--- src/rtl/reservation_station_shell.sv ---
// Single-entry reservation station: accepts an issue addressed to this station,
// snoops the commit bus for missing operands, runs the attached FU and arbitrates for commit.
module reservation_station_shell #(
  parameter int DATA_W  = 96,
  parameter int ADDR_W  = 16,
  parameter int RS_ID_W = 4
) (
  input  logic               clk_i,
  input  logic               rst_ni,
  input  logic [RS_ID_W-1:0] id_i,
  input  logic [RS_ID_W-1:0] issue_rs_id_i,
  input  logic [ADDR_W-1:0]  issue_dst_i,
  input  logic [DATA_W-1:0]  issue_src0_data_i,
  input  logic [DATA_W-1:0]  issue_src1_data_i,
  input  logic [RS_ID_W-1:0] issue_src0_tag_i,
  input  logic [RS_ID_W-1:0] issue_src1_tag_i,
  input  logic [RS_ID_W-1:0] commit_rs_id_i,
  input  logic [DATA_W-1:0]  commit_data_i,
  output logic               busy_o,
  output logic               fu_start_o,
  output logic [DATA_W-1:0]  fu_a_o,
  output logic [DATA_W-1:0]  fu_b_o,
  input  logic               fu_done_i,
  input  logic [DATA_W-1:0]  fu_result_i,
  output logic               commit_request_o,
  input  logic               commit_granted_i,
  output logic [DATA_W-1:0]  commit_data_o,
  output logic [ADDR_W-1:0]  commit_dst_o,
  output logic [RS_ID_W-1:0] commit_rs_id_o
);

  localparam logic [1:0] S_IDLE   = 2'd0;
  localparam logic [1:0] S_WAIT   = 2'd1;
  localparam logic [1:0] S_EXEC   = 2'd2;
  localparam logic [1:0] S_COMMIT = 2'd3;

  logic [1:0]         state_q,  state_d;
  logic [ADDR_W-1:0]  dst_q,    dst_d;
  logic [DATA_W-1:0]  a_q,      a_d;
  logic [DATA_W-1:0]  b_q,      b_d;
  logic [RS_ID_W-1:0] tag0_q,   tag0_d;
  logic [RS_ID_W-1:0] tag1_q,   tag1_d;
  logic [DATA_W-1:0]  result_q, result_d;
  logic [RS_ID_W-1:0] rs_id_q,  rs_id_d;
  logic               start_q,  start_d;

  logic issue_hit;
  logic fwd0, fwd1;
  logic snoop0, snoop1;

  assign issue_hit = (issue_rs_id_i != '0) && (issue_rs_id_i == id_i);
  // A nonzero tag matching the bus implies the bus is active, so no separate idle test.
  assign fwd0      = (issue_src0_tag_i != '0) && (issue_src0_tag_i == commit_rs_id_i);
  assign fwd1      = (issue_src1_tag_i != '0) && (issue_src1_tag_i == commit_rs_id_i);
  assign snoop0    = (tag0_q != '0) && (tag0_q == commit_rs_id_i);
  assign snoop1    = (tag1_q != '0) && (tag1_q == commit_rs_id_i);

  always_comb begin
    state_d  = state_q;
    dst_d    = dst_q;
    a_d      = a_q;
    b_d      = b_q;
    tag0_d   = tag0_q;
    tag1_d   = tag1_q;
    result_d = result_q;
    rs_id_d  = rs_id_q;
    start_d  = 1'b0;
    case (state_q)
      S_IDLE: begin
        if (issue_hit) begin
          dst_d  = issue_dst_i;
          a_d    = fwd0 ? commit_data_i : issue_src0_data_i;
          b_d    = fwd1 ? commit_data_i : issue_src1_data_i;
          tag0_d = fwd0 ? '0 : issue_src0_tag_i;
          tag1_d = fwd1 ? '0 : issue_src1_tag_i;
          if ((tag0_d == '0) && (tag1_d == '0)) begin
            state_d = S_EXEC;
            start_d = 1'b1;
          end else begin
            state_d = S_WAIT;
          end
        end
      end
      S_WAIT: begin
        if (snoop0) begin
          a_d    = commit_data_i;
          tag0_d = '0;
        end
        if (snoop1) begin
          b_d    = commit_data_i;
          tag1_d = '0;
        end
        if ((tag0_d == '0) && (tag1_d == '0)) begin
          state_d = S_EXEC;
          start_d = 1'b1;
        end
      end
      S_EXEC: begin
        if (fu_done_i) begin
          result_d = fu_result_i;
          rs_id_d  = id_i;
          state_d  = S_COMMIT;
        end
      end
      default: begin
        if (commit_granted_i) begin
          rs_id_d = '0;
          state_d = S_IDLE;
        end
      end
    endcase
  end

  always_ff @(posedge clk_i or negedge rst_ni) begin
    if (!rst_ni) begin
      state_q  <= S_IDLE;
      dst_q    <= '0;
      a_q      <= '0;
      b_q      <= '0;
      tag0_q   <= '0;
      tag1_q   <= '0;
      result_q <= '0;
      rs_id_q  <= '0;
      start_q  <= 1'b0;
    end else begin
      state_q  <= state_d;
      dst_q    <= dst_d;
      a_q      <= a_d;
      b_q      <= b_d;
      tag0_q   <= tag0_d;
      tag1_q   <= tag1_d;
      result_q <= result_d;
      rs_id_q  <= rs_id_d;
      start_q  <= start_d;
    end
  end

  assign busy_o           = (state_q != S_IDLE);
  assign fu_start_o       = start_q;
  assign fu_a_o           = a_q;
  assign fu_b_o           = b_q;
  assign commit_request_o = (state_q == S_COMMIT);
  assign commit_data_o    = result_q;
  assign commit_dst_o     = dst_q;
  assign commit_rs_id_o   = rs_id_q;

endmodule

--- config.mk ---
export PLATFORM = sky130hd
export DESIGN_NAME = reservation_station_shell
export DESIGN_NICKNAME = d
export VERILOG_FILES = /design/src/rtl/reservation_station_shell.sv
export SDC_FILE = /design/constraint.sdc
export NUM_CORES = 1
export LEC_CHECK = 0
export CORE_AREA = 2 2 290 292
export DETAILED_ROUTE_END_ITERATION = 12
export DIE_AREA = 0 0 292 294
export GPL_ROUTABILITY_DRIVEN = 0
export PLACE_DENSITY_LB_ADDON = 0.12
export SLEW_MARGIN = 20
export SYNTH_ARGS = -nofsm -noshare
export SYNTH_HDL_FRONTEND = slang
export SYNTH_SLANG_ARGS = --single-unit
--- constraint.sdc ---
create_clock -name clk_i -period 5.68 [get_ports clk_i]
set_input_delay 1.42 -clock clk_i [delete_from_list [all_inputs] [get_ports clk_i]]
set_output_delay 1.42 -clock clk_i [all_outputs]
set_load 0.005 [all_outputs]
==> metrics.txt <==
first-pass GRT wire length roughly 87,000 um; post-CTS resize count 0; biggest area consumer among synthesized cells dfrtp_1; min-delay worst type reg -> reg; Worst Hold Slack 501 ps; total power approximately 0.014 W; WP buf/inv 2; r2r endpoint fu_b_o[83]; EDFF count, synth 0; # setup viols final 0; wire length per cell 21.0 um; clock sink total roughly 320; status finished clean; syn_nets around 1,400; latest clock arrival within the worst-skew pair 550 ps; H-tree depth 2; period utilization about two thirds; RR Startpoint state_q[1]; Gate Count Post-Synth between 1,000 and 1,500; Clock Path Buffers 3; ranking of synthesized cells by area dfrtp_1 54%, mux2_2 33%, mux2_1 2.9%; WL final 60,100 um; vias after detailed routing ~11,000; GR Util met2 25.2%; CP Capture Type flop; row count approximately 110; largest net degree at the start of global routing 98; Final Hold Fails 0; I/O pin total 735; DRC viols 0; maxcap violations 0; post-synth top area share a little over half; DP HPWL 45,400 um; synthesized flop and latch total 319; GRT Util Overall between 10 and 15%; Die Height roughly 300 um; Ys Warns 0; most used flip-flop cell after synthesis dfrtp_1; Power per Cell Area about 540 nW/um2; Sw Ratio approximately 30%; number of antenna violations at the first check in global routing 10; Final TNS setup 0 ps; synth cell count leaders 439 x mux2_2, 319 x dfrtp_1, 38 x mux2_1; Rel. slew slack 36.9%; flop2flop setup slack 2460 ps; Seq/Total Area, Yosys 53.8%; Worst path slowest cell a21oi_4; DRT Pass-1 Iters 4; minimum clock period about 3800 ps; sequential power share 29.8%; vias in the first global route 12,596; GR peak layer met2; total gr overflow 0; Worst-Margin Slew between 900 and 1000 ps; footprint of the multi-input gates between 6000 and 7000 um2; fillcell total 8,371; count leader, synth mux2_2; Pleak between 9 and 10 nW; Unique masters post-synth 49; internal power about 0.0095 W; Post-DRT Antenna Nets 0; Slowest Stage Delay on Critical Path around 760 ps; WP depth 7; max-slew violations 0; TritonCTS Buffers 44; CTS hold repair buffers 0; starting density of the core approximately 18%; count of routing violations after the opening detailed-route iteration between 200 and 250; met1 Track Usage GR between 10% and 20%; Clk network pwr share a little over a fifth; Avg Inst Size Synth roughly 15 um2; Final #Nets between 2,000 and 2,500; Psw around 0.0041 W; Worst Path Arrival 4220 ps; Post-CTS Setup Inserts 0; Syn-to-layout area delta 68.9%; f_max roughly 0.26 GHz; Worst-path clk slew around 60 ps; ys async rst share 100%; worst setup path endpoint fu_b_o[83]; die width 292 um; share of layout cells above drive strength 1 a little under a third; RSZ-0062 raised after global routing no; pre-CTS WS between 1000 and 1500 ps; Setup WS post-layout approximately 1900 ps; core area ~83,000 um2; CP Launch Type input port; critical path class in -> reg; DR vias/cell 3.94; Comb power frac just under 50%; CP max FO 19; peak supply drop around 250 uV; synthesized cell area between 10,000 and 15,000 um2; HP Start commit_data_o[32]; Sequential Area 7980 um2; critical path required time 6110 ps; Worst Skew a little over 10 ps; Root Driver clkbuf_16; CTS tree done; reg2reg path depth 7; # port buffers 734; met3 usage in global routing 5.68%; cells along the critical path clkdlybuf4s50_1 > xor2_1 > nor3_1 > nand2_1 > a21oi_4 > buf_4 > mux2_2; CP top delay family buffers and inverters; Total Die Area 85,800 um2; CP startpoint commit_rs_id_i[1]
==> placed cells by master, fill, tap and decap left out, types with 4 or more instances in the layout <==
cell	netlist	routed
a22o_1	5	5
buf_12	0	8
buf_4	7	16
clkbuf_1	9	9
clkbuf_16	0	45
clkbuf_8	0	16
clkdlybuf4s50_1	0	733
clkinv_2	0	4
dfrtp_1	319	319
ha_1	5	5
inv_1	14	14
mux2_1	38	38
mux2_2	439	439
mux2_4	20	20
nand2_1	7	6
nand3_1	7	7
nor2b_1	4	4
nor3_1	8	8
nor4_1	5	5
o21ai_0	10	10
o21ai_1	4	4
o2bb2ai_1	6	6
xnor2_1	6	6
xor2_1	10	10
==> metrics by stage <==
stage,instance area [um2],util (%),cells
after detailed placement,23600,28.4,2784
after CTS,25100,30.2,2862
after floorplan,14800,-,1002
after global routing,25100,30.3,2865
final,25100,30.3,2865
after global placement,23600,28.4,2784
==> power by group through the flow <==
stage	Sequential, W	Combinational (W)	Clock, W
4_1_cts	0.00409	0.00691	0.00299
2_1_floorplan	0.00414	0.00299	0
3_5_place_dp	0.00411	0.00689	0
5_1_grt	0.00423	0.00719	0.00309
3_3_place_gp	0.00407	0.00686	0
6_report	0.00406	0.00670	0.00286
==> flip-flops by register name (all words and copies together) (netlist names) <==
signal	count
commit_data_o	96
fu_a_o	96
fu_b_o	96
commit_dst_o	16
commit_rs_id_o	4
tag0_q	4
tag1_q	4
state_q	2
fu_start_o	1
==> worst min path at each step <==
stage,to,slack [ps],depth (start not counted)
after floorplan,tag1_q[3],500,1
after global placement,commit_data_o[55],490,1
after detailed placement,commit_data_o[32],490,1
after CTS,commit_data_o[32],500,1
after global routing,commit_data_o[32],510,1
final,commit_data_o[32],500,1
==> cell type report <==
type	count	share of cell area (%)
well taps	1080	5.39
clock buffers	70	5.50
repair buffers	758	30.4
multi-input cells	613	26.1
inverters	14	0.210
flip-flops and latches	319	31.8
clock inverters	8	0.474
diodes	3	0.0299
==> cells by family (layout without fill, tap and decap cells) <==
kind of cell	Yosys count	count (layout)	share of synthesized area (%)
buf+inv	70	850	2.41
compound gates	45	45	2.26
mux	498	498	38.3
flops	319	319	53.8
other cells	0	3	0
simple gates	49	49	1.95
xor+xnor	16	16	0.944
fa+ha+maj	5	5	0.421
==> layer usage <==
layer  share of wire, %  vias to the layer above
li1                   -                     5142
met1                 35                     5570
met2                 53                      468
met3                9.7                       85
met4                2.2                       14
met5               0.13                        -
==> worst register-to-register path, cell delays in order, from the launching register on <==
cell     delay, ps
dfrtp_1        420
inv_1          140
ha_1           630
nor2b_1        240
a31oi_2        110
a21oi_4        770
buf_4          410
mux2_2         370
Power figures use the tool's default switching activity.
